### config.mk
export PLATFORM = sky130hd
export DESIGN_NAME = frag_buffer_arbiter
export DESIGN_NICKNAME = d
export VERILOG_FILES = /design/src/rtl/frag_buffer_arbiter.sv
export SDC_FILE = /design/constraint.sdc
export NUM_CORES = 1
export LEC_CHECK = 0
export BUFFER_PORTS_ARGS = -buffer_cell sky130_fd_sc_hd__buf_4
export CAP_MARGIN = 25
export CORE_AREA = 2 2 424 426
export DETAILED_ROUTE_END_ITERATION = 8
export DIE_AREA = 0 0 426 428
export GPL_TIMING_DRIVEN = 0
export PLACE_DENSITY_LB_ADDON = 0.25
export RECOVER_POWER = 100
export SYNTH_ARGS = -nofsm -noshare
export SYNTH_HDL_FRONTEND = slang
export SYNTH_SLANG_ARGS = --single-unit
### constraint.sdc
create_clock -name clk -period 2.8 [get_ports clk]
set_input_delay 0.28 -clock clk [delete_from_list [all_inputs] [get_ports clk]]
set_output_delay 0.28 -clock clk [all_outputs]
set_load 0.05 [all_outputs]
### src/rtl/frag_buffer_arbiter.sv
// -----------------------------------------------------------------------------
// frag_buffer_arbiter
//
// Shares the TX data-fragmentation write buffer between N_REQ TLP sources
// (e.g. posted, non-posted and completion streams). When the buffer is empty,
// one pending requester is picked round-robin. Its whole multi-beat TLP is then
// streamed into the buffer, one beat per cycle. The grant is held until the
// last beat, and then the arbiter re-arbitrates.
//
// Ports
//   clk            rising-edge clock
//   rst            synchronous active-high reset
//   req_i          per-requester TLP pending, held until its last beat is granted
//   len_i          per-requester TLP length in beats, slice k = [k*LEN_WIDTH +: LEN_WIDTH]
//   data_i         per-requester current beat data
//   loc_i          per-requester current beat location count
//   gnt_o          one-hot: the beat of requester k is written this cycle
//   busy_o         a TLP transfer is in progress
//   buf_wr_en      buffer write enable
//   buf_data_in    buffer write data
//   buf_no_loc_wr  locations written this cycle
//   buf_empty      buffer empty flag, only looked at between TLPs
// -----------------------------------------------------------------------------
module frag_buffer_arbiter #(
  parameter int N_REQ           = 3,
  parameter int WR_DATA_WIDTH   = 256,
  parameter int NO_LOC_WR_WIDTH = 3,
  parameter int LEN_WIDTH       = 10
) (
  input  logic                               clk,
  input  logic                               rst,
  input  logic [N_REQ-1:0]                   req_i,
  input  logic [N_REQ*LEN_WIDTH-1:0]         len_i,
  input  logic [N_REQ*WR_DATA_WIDTH-1:0]     data_i,
  input  logic [N_REQ*NO_LOC_WR_WIDTH-1:0]   loc_i,
  output logic [N_REQ-1:0]                   gnt_o,
  output logic                               busy_o,
  output logic                               buf_wr_en,
  output logic [WR_DATA_WIDTH-1:0]           buf_data_in,
  output logic [NO_LOC_WR_WIDTH-1:0]         buf_no_loc_wr,
  input  logic                               buf_empty
);

  localparam int PTR_W = (N_REQ > 1) ? $clog2(N_REQ) : 1;

  typedef enum logic {IDLE, XFER} state_t;

  state_t               state, state_n;
  logic [PTR_W-1:0]     rr_ptr, rr_ptr_n;
  logic [PTR_W-1:0]     sel, sel_n;
  logic [LEN_WIDTH-1:0] beat_cnt, beat_cnt_n;

  logic                 win_found;
  logic [PTR_W-1:0]     win_idx;
  logic [PTR_W-1:0]     scan_idx;
  logic [LEN_WIDTH-1:0] win_len;

  logic [WR_DATA_WIDTH-1:0]   sel_data;
  logic [NO_LOC_WR_WIDTH-1:0] sel_loc;

  // (base + off) mod N_REQ, for off in 0..N_REQ-1.
  function automatic logic [PTR_W-1:0] wrap_add(input logic [PTR_W-1:0] base,
                                                input int off);
    int s;
    s = int'(base) + off;
    if (s >= N_REQ) s = s - N_REQ;
    return PTR_W'(s);
  endfunction

  // Round-robin search. The scan starts at rr_ptr, and the first pending
  // requester found wins.
  // NOTE: every always_comb output gets a default before any branch. A path
  // that leaves a signal unassigned would otherwise infer a latch.
  always_comb begin
    win_found = 1'b0;
    win_idx   = '0;
    scan_idx  = '0;
    for (int i = 0; i < N_REQ; i++) begin
      scan_idx = wrap_add(rr_ptr, i);
      if (!win_found && req_i[scan_idx]) begin
        win_found = 1'b1;
        win_idx   = scan_idx;
      end
    end
  end

  // Get the winner's length. A length of 0 is treated as a 1-beat TLP.
  always_comb begin
    win_len = '0;
    for (int k = 0; k < N_REQ; k++) begin
      if (win_idx == PTR_W'(k)) win_len = len_i[k*LEN_WIDTH +: LEN_WIDTH];
    end
    if (win_len == '0) win_len = LEN_WIDTH'(1);
  end

  // Beat data mux. It is steered only by the registered sel, so req_i never
  // reaches the buffer port combinationally.
  always_comb begin
    sel_data = '0;
    sel_loc  = '0;
    for (int k = 0; k < N_REQ; k++) begin
      if (sel == PTR_W'(k)) begin
        sel_data = data_i[k*WR_DATA_WIDTH +: WR_DATA_WIDTH];
        sel_loc  = loc_i[k*NO_LOC_WR_WIDTH +: NO_LOC_WR_WIDTH];
      end
    end
  end

  // Next-state logic. buf_empty, req_i and len_i are only looked at in IDLE.
  always_comb begin
    state_n    = state;
    rr_ptr_n   = rr_ptr;
    sel_n      = sel;
    beat_cnt_n = beat_cnt;
    unique case (state)
      IDLE: begin
        if (buf_empty && win_found) begin
          sel_n      = win_idx;
          beat_cnt_n = win_len;
          state_n    = XFER;
        end
      end
      XFER: begin
        beat_cnt_n = beat_cnt - 1'b1;
        if (beat_cnt <= LEN_WIDTH'(1)) begin
          rr_ptr_n = (sel == PTR_W'(N_REQ - 1)) ? '0 : sel + 1'b1;
          state_n  = IDLE;
        end
      end
      default: state_n = IDLE;
    endcase
  end

  // The outputs depend only on the state. Once a reset edge has forced IDLE,
  // writes and grants stop at once.
  always_comb begin
    gnt_o         = '0;
    busy_o        = 1'b0;
    buf_wr_en     = 1'b0;
    buf_data_in   = '0;
    buf_no_loc_wr = '0;
    if (state == XFER) begin
      gnt_o[sel]    = 1'b1;
      busy_o        = 1'b1;
      buf_wr_en     = 1'b1;
      buf_data_in   = sel_data;
      buf_no_loc_wr = sel_loc;
    end
  end

  // NOTE: sequential state is updated with non-blocking assignments. All
  // registers then sample the pre-edge values, whatever order the statements
  // are written in.
  always_ff @(posedge clk) begin
    if (rst) begin
      state    <= IDLE;
      rr_ptr   <= '0;
      sel      <= '0;
      beat_cnt <= '0;
    end else begin
      state    <= state_n;
      rr_ptr   <= rr_ptr_n;
      sel      <= sel_n;
      beat_cnt <= beat_cnt_n;
    end
  end

endmodule

=== Word level (Yosys, flattened, before mapping) ===
Index checks and enable logic that the tools add are counted.

* Output and inout port bits: 264
* Input port bits: 813
* Flip-flop bits (word level): 15
* Logic and storage cells: 74

* Equality and inequality tests: 5
* Add/subtract/negate cells: 7
* Muxes and demuxes: 37
* Reductions and logical operators: 11
* Bitwise operators: 1
* Magnitude comparators: 9

{| class="wikitable"
|+ Operators by type and width
! operator !! count
|-
| $mux W256 || 4
|-
| $mux W10 || 5
|-
| $pmux W10 S2 || 1
|-
| $mux W3 || 5
|-
| $mux W2 || 7
|-
| $lt A2 B3 Y1 const B || 4
|-
| $le A10 B1 Y1 const B || 1
|-
| $logic_not A10 Y1 || 1
|-
| $mux W1 || 10
|-
| $sub A10 B1 Y10 const B || 1
|-
| $bmux W1 S2 || 3
|-
| $ge A3 B2 Y1 const B || 2
|-
| $sub A2 B2 Y2 const B || 3
|-
| $eq A2 B1 Y1 const B || 2
|-
| $eq A2 B2 Y1 const B || 2
|-
| $logic_and A1 B1 Y1 || 4
|-
| $logic_not A2 Y1 || 2
|-
| $reduce_and A2 Y1 || 2
|-
| $add A2 B1 Y3 const B || 1
|-
| $add A2 B2 Y3 const B || 1
|-
| $add A2 B1 Y2 const B || 1
|-
| $demux W1 S2 || 1
|-
| $ge A2 B1 Y1 const B || 1
|-
| $ge A2 B2 Y1 const B || 1
|-
| other kinds (4) || 5
|}

=== Longest topological paths before layout ===
Gate-level depths: netlist of the first run.

* Depth in word-level cells: 19
* Depth in mapped cells: 9
* Gate-level depth less buffers: 8

=== Worst setup path before layout of the first run ===
No wires, ideal clock.

* Kind: register to output
* Start: register state
* End: output port gnt_o[0]
* Cell stages (with the launch flop): 6
* Required time: 2.520 ns
* Path buffers: 3
* Arrival: 2.548 ns
* Path slack: -0.028 ns
* Cells stage by stage: dfxtp_1 clkbuf_1 inv_2 clkbuf_1 clkbuf_1 nor3_1

* Word-level cells in the longest chain between the ends: 1

{| class="wikitable"
|+ RTL lines
! what !! RTL line !! RTL
|-
| from (decl) || 48 || <nowiki>state_t state, state_n;</nowiki>
|-
| from (signal assigned) || 161 || <nowiki>state <= state_n;</nowiki>
|-
| $mux W3 || 142 || <nowiki>if (state == XFER) begin</nowiki>
|-
| to (decl) || 36 || <nowiki>output logic [N_REQ-1:0] gnt_o,</nowiki>
|}

No other way between the ends.

=== Worst setup path in the final report of the first run ===
* Start: register sel[0]
* End: output port buf_data_in[242]

* Word-level cells in the longest chain between the ends: 5
* Elaborated cells on any way between the ends: 7
* Classes of those cells: eq/ne: 2; mux: 4; reduce/logical: 1

{| class="wikitable"
|+ RTL lines
! what !! RTL line !! RTL
|-
| from (decl) || 50 || <nowiki>logic [PTR_W-1:0] sel, sel_n;</nowiki>
|-
| from (signal assigned) || 163 || <nowiki>sel <= sel_n;</nowiki>
|-
| $logic_not A2 Y1 || 102 || <nowiki>if (sel == PTR_W'(k)) begin</nowiki>
|-
| $mux W256 (2 in series) || 102 ||
|-
| $mux W256 (*) || 102 ||
|-
| $mux W256 (*) || 142 ||
|-
| to (decl) || 39 || <nowiki>output logic [WR_DATA_WIDTH-1:0] buf_data_in,</nowiki>
|}

Mark *: on every way between the ends. The rest lies on a longest branch, timed or not.

==> metrics.yaml, run 1 <==
outcome:
  run_status: "completed"
sta:
  fin_worst_skew_ns: 0.00376
  final_max_slew_viol_count: 0
  min_period_ns: 2.77
  slew_headroom: 0.570
  min_period_over_period: 0.990
  rsz0062_at_grt: "no"
  fmax_mhz: 361
  worst_slew_pin_slew_ns: 0.627
  hold_viol_final: 0
  finalSetupViolCount: 0
setup_path:
  worst_path_dominant_cell_family: "buffers and inverters"
  worstSetupPathType: "register to output pin"
  critPathSlowestCell: "mux2i_2"
  crit_path_end_kind: "output pin"
  crit_required_ns: 2.52
  worst-path-buf-inv: 3
  worst_setup_path_start_kind: "register"
  crit_fanout: 10
  arrival_ns: 2.49
  slowest_delay_ns: 0.52
  cp_cell_sequence: "buf_6, clkbuf_2, mux2i_2, nor2_2, a21oi_1, nor2_1, buf_4"
yosys:
  yosysSeqAreaShare: 0.0396
  yosysUniqueCellTypes: 54
  ys_async_sr_fraction: 0
  synthCells: 1315
  synthFlopType: "dfxtp_1"
  synth_area_sq_um: 7590
  synth_nets: 2134
  synth-edff-count: 0
  syn_avg_cell_area_sq_um: 5.77
  synth_seq_cells: 15
  ys_warn_count: 0
final_layout:
  seqCellArea_sq_um: 307
  fin_area_sq_um: 19100
  area_growth_syn_to_layout_pct: 152
  final_cell_mix: "879 x buf_4, 509 x nor2_1, 262 x a21oi_1"
  nFillCells: 21200
  layout-drive-gt1-share: 0.513
  final_common_cell: "buf_4"
  fin_nets: 3231
  multi_input_area_sq_um: 7030
  final_util: 0.108
  fin_cells: 4796
place:
  numPortBuffers: 1076
  globalplace.congestion: 0.978
  place_area_sq_um: 18800
  hpwl_um: 137000
  dp.cells: 4758
floorplanning:
  fp.dieArea_sq_um: 182000
  rows: 155
  num_io_pins: 1077
  core_sq_um: 178000
  die_w_um: 426
  dieHeight_um: 428
  initial_utilization: 0.0427
pwr:
  power_density_nw_per_um2: 335
  power.leakage_nw: 8.27
  total_power_w: 0.00641
  ir_drop_uv: 143
worst_hold_path:
  hold_class: "input port to register"
clock_tree:
  hold_buffers: 0
  clkTransAtPathRegs_ns: 0.05
  cts_buffers: 3
  cts_sinks: 15
  root_buffer: "clkbuf_16"
  insertion_delay_ns: 0.25
  cts_max_path_buffers: 2
  cts_tree: "yes"
  htree_levels: 1
drt:
  antenna_left: 0
  drt_first_pass_iters: 5
  drt_wl_total_um: 148000
  drc_errors: 0
  routedWlPerCell_um: 30.8
  first_iter_violations: 983
  vias_per_cell: 3.08
  vias: 14800
global_routing:
  grt_overflow_total: 0
  grt_pass1_wl_um: 178000
  grt_max_degree: 16
  grt_usage: 0.154
  antenna_found_initial: 152
  grt_pass1_vias: 14600
run:
  drv_cap: 0
-- final timing paths --
check	startpoint	to	slack, ns	cells after the start
max	sel[0]	buf_data_in[242]	0.03	7
min	rst	state	0.30	2
max reg2reg	rr_ptr[1]	beat_cnt[8]	0.17	8
min reg2reg	rr_ptr[0]	rr_ptr[0]	0.49	2
-- layer usage --
metal | track usage | part of all wire
met1 | 0.163 | 0.34
met2 | 0.294 | 0.53
met3 | 0.0574 | 0.11
met4 | 0.0169 | 0.020
met5 | 0 | 0.0045
-- cells in the mapped netlist (all sizes together), types with 2 or more instances --
library cell  count  area (sq um)
buf              29           114
nor2b             4          25.0
ha                6          75.1
and2b             2          20.0
a31oi             6          37.5
or2               2          12.5
o211ai            2          15.0
o31ai             3          36.3
nor3b             2          15.0
nand3             3          15.0
a222oi            6          60.1
or4               2          15.0
inv              12          45.0
o21ai            11          55.1
dfxtp            15           300
a221oi            4          35.0
o221ai            2          23.8
nand2b            6          37.5
clkbuf           92           345
a2111oi           2          17.5
nor3              5          25.0
o41ai             2          25.0
nor2            527          1980
or3               3          18.8
mux2i           263          2630
o221a             2          22.5
a21oi           268          1340
mux2              2          26.3
nand2            13          48.8
nand3b            3          22.5
-- timing repair --
action / 4_1_cts / 5_1_grt
resized for setup: 168 / 35
pin swaps: 4 / 4
buffers inserted: 5 / 1
gates cloned: 0 / 0
setup endpoints to repair: 264 / 62
-- power breakdown --
part           leakage (nW)  total (W)  internal, W  switching [W]
Clock                0.0383   0.000289     0.000193      0.0000952
Sequential            0.125   0.000282     0.000246      0.0000360
Combinational          8.10    0.00584      0.00193        0.00391
Total                  8.27    0.00641      0.00237        0.00404
-- flip-flops by register name, indices dropped and copies added, names as in the netlist --
name and cells:
sel 2, rr_ptr 2, beat_cnt 10, state 1
-- metrics by stage --
step                      hold slack (ns)  TNS (ns)  setup WS, ns
after floorplan                     0.356         0        0.0715
after global placement              0.495   -288.80         -1.95
after detailed placement            0.500   -144.99         -1.27
after CTS                           0.291   -0.0220       -0.0220
after global routing                0.308         0      0.000680
final                               0.297         0        0.0270
-- layout make-up --
class,instances,area share
timing repair buffer,1094,0.417
multi-input combinational,1167,0.367
tap,2355,0.154
buffer,119,0.0350
sequential,15,0.0160
clock buffer,4,0.00412
antenna,30,0.00392
inverter,12,0.00235
-- kinds of logic (layout without fill, tap and decap cells) --
| logic type | Yosys count | count (layout) | share of synthesized area |
|---|---|---|---|
| AO/OA/AOI/OAI | 318 | 318 | 0.233 |
| XOR/XNOR | 1 | 1 | 0.00115 |
| adder cells (fa/ha/maj) | 6 | 6 | 0.00989 |
| buffers and inverters | 133 | 1229 | 0.0664 |
| flip-flops | 15 | 15 | 0.0396 |
| multiplexers | 265 | 265 | 0.350 |
| other | 0 | 30 | 0 |
| AND/OR/NAND/NOR | 577 | 577 | 0.300 |
No activity file was read; power rests on OpenSTA's default activity.
==> inputs of run 2 (changes only) <==
Settings changed: CELL_PAD_IN_SITES_DETAIL_PLACEMENT set to 1, CELL_PAD_IN_SITES_GLOBAL_PLACEMENT set to 1, CORE_AREA 2 2 424 426 to 2 2 421 423, DIE_AREA 0 0 426 428 to 0 0 423 425, SKIP_CTS_REPAIR_TIMING set to 1.
==> metrics.yaml, run 2 (synthesis gave the netlist of run 1 again) <==
outcome:
  run_status: "completed"
sta:
  min_period_over_period: 0.963
  fmax_mhz: 371
  fin_setup_tns_ns: 0
  hold_viol_final: 0
  slew_headroom: 0.445
  min_period_ns: 2.70
  rsz0062_at_grt: "yes"
  fin_worst_skew_ns: 0.00164
  final_max_slew_viol_count: 0
  worst_slew_pin_slew_ns: 0.833
  finalSetupViolCount: 0
clock_tree:
  insertion_delay_ns: 0.25
  cts_tree: "yes"
  root_buffer: "clkbuf_16"
  clkTransAtPathRegs_ns: 0.05
  cts_sinks: 15
  cts_buffers: 3
  cts_max_path_buffers: 2
  htree_levels: 1
drt:
  routedWlPerCell_um: 25.5
  drc_errors: 0
  first_iter_violations: 761
  drt_wl_total_um: 121000
  vias_per_cell: 3.03
  antenna_left: 0
  drt_first_pass_iters: 7
  vias: 14400
setup_path:
  r2r_start: "rr_ptr[0]"
  crit_required_ns: 2.52
  critPathSlowestCell: "buf_1"
  worst-r2r-cell-count: 9
  r2r_setup_slack_ns: 0.16
  arrival_ns: 2.42
  worst_setup_path_start_kind: "register"
  crit_fanout: 10
  worstSetupPathType: "register to output pin"
  cp_cell_sequence: "nor2b_1, clkbuf_4, buf_1, a21oi_1, nor2_2, buf_4"
  crit_path_end_kind: "output pin"
  slowest_delay_ns: 0.58
  reg2reg_to: "beat_cnt[1]"
final_layout:
  fin_nets: 3231
  reg_top3: "beat_cnt x10, rr_ptr x2, sel x2"
  area_growth_syn_to_layout_pct: 154
  largest_register: "beat_cnt"
  largest_reg_flops: 10
  layout-drive-gt1-share: 0.511
  seqCellArea_sq_um: 304
  fin_area_sq_um: 19200
  final_cell_mix: "1,083 x buf_4, 513 x nor2_1, 264 x a21oi_1"
  multi_input_area_sq_um: 6950
  final_common_cell: "buf_4"
  nFillCells: 21400
  final_util: 0.110
pwr:
  clockPowerShare: 0.046
  ir_drop_uv: 160
  swShare: 0.611
  power.leakage_nw: 8.36
  p_switching_w: 0.00390
  comb_power_share: 0.911
  power_density_nw_per_um2: 332
  p_int_w: 0.00248
  total_power_w: 0.00638
  seqPwrFrac: 0.044
floorplanning:
  num_io_pins: 1077
  rows: 154
  die_w_um: 423
  fp.dieArea_sq_um: 180000
  initial_utilization: 0.0433
  core_sq_um: 175000
  dieHeight_um: 425
worst_hold_path:
  min_from: "rst"
  min_to: "state"
  hold_class: "input port to register"
  hold-path-cell-count: 2
place:
  hpwl_um: 111000
  numPortBuffers: 1076
  place_area_sq_um: 18800
  globalplace.congestion: 0.877
global_routing:
  grt_pass1_wl_um: 151000
  grt_usage: 0.126
  grt_max_degree: 11
  grt_overflow_total: 0
  antenna_found_initial: 82
  grt_pass1_vias: 14500
run:
  drv_cap: 0
-- run 2: through the flow --
stage          setup WS, ns  cells  hold WS (ns)
2_1_floorplan        0.0715   1315         0.356
6_report              0.105   4760         0.314
4_1_cts               -1.11   4748         0.311
5_1_grt             -0.0776   4753         0.333
3_3_place_gp          -2.13   4731         0.494
3_5_place_dp         -0.836   4744         0.508
-- run 2: cell type report --
cell class / instances / share of cell area
Buffer: 120 / 0.0322
Tap cell: 2340 / 0.152
Inverter: 12 / 0.00234
Antenna cell: 9 / 0.00117
Multi-Input combinational cell: 1167 / 0.361
Clock buffer: 4 / 0.00410
Sequential cell: 15 / 0.0158
Timing Repair Buffer: 1093 / 0.431
-- run 2: worst max-delay path, delay by kind of cell, from the launching register on --
family	cells	cell delay [ns]
flip-flops	1	0.42
AND/OR/NAND/NOR	2	0.44
buffers and inverters	3	1.09
AO/OA/AOI/OAI	1	0.19
-- run 2: worst max path at each step --
| stage | from | endpoint | slack, ns |
|---|---|---|---|
| after floorplan | state | gnt_o[2] | 0.07 |
| after global placement | sel[0] | buf_data_in[37] | -2.13 |
| after detailed placement | sel[0] | buf_data_in[107] | -0.84 |
| after CTS | sel[0] | buf_data_in[107] | -1.11 |
| after global routing | sel[1] | buf_data_in[192] | -0.08 |
| final | sel[1] | buf_data_in[39] | 0.10 |
-- run 2: metal layers --
| metal | up-vias | share of wire | track usage |
|---|---|---|---|
| met5 | - | 0.0015 | 0 |
| met4 | 28 | 0.014 | 0.0104 |
| met3 | 118 | 0.060 | 0.0212 |
| met1 | 6949 | 0.39 | 0.149 |
| li1 | 6724 | - | - |
| met2 | 594 | 0.54 | 0.244 |
-- run 2: power groups by stage --
| stage | clock network (W) | logic, W | registers, W |
|---|---|---|---|
| 3_5_place_dp | 0 | 0.00581 | 0.000280 |
| 6_report | 0.000292 | 0.00581 | 0.000278 |
| 3_3_place_gp | 0 | 0.00577 | 0.000281 |
| 5_1_grt | 0.000300 | 0.00618 | 0.000284 |
| 4_1_cts | 0.000295 | 0.00583 | 0.000277 |
| 2_1_floorplan | 0 | 0.00301 | 0.000276 |
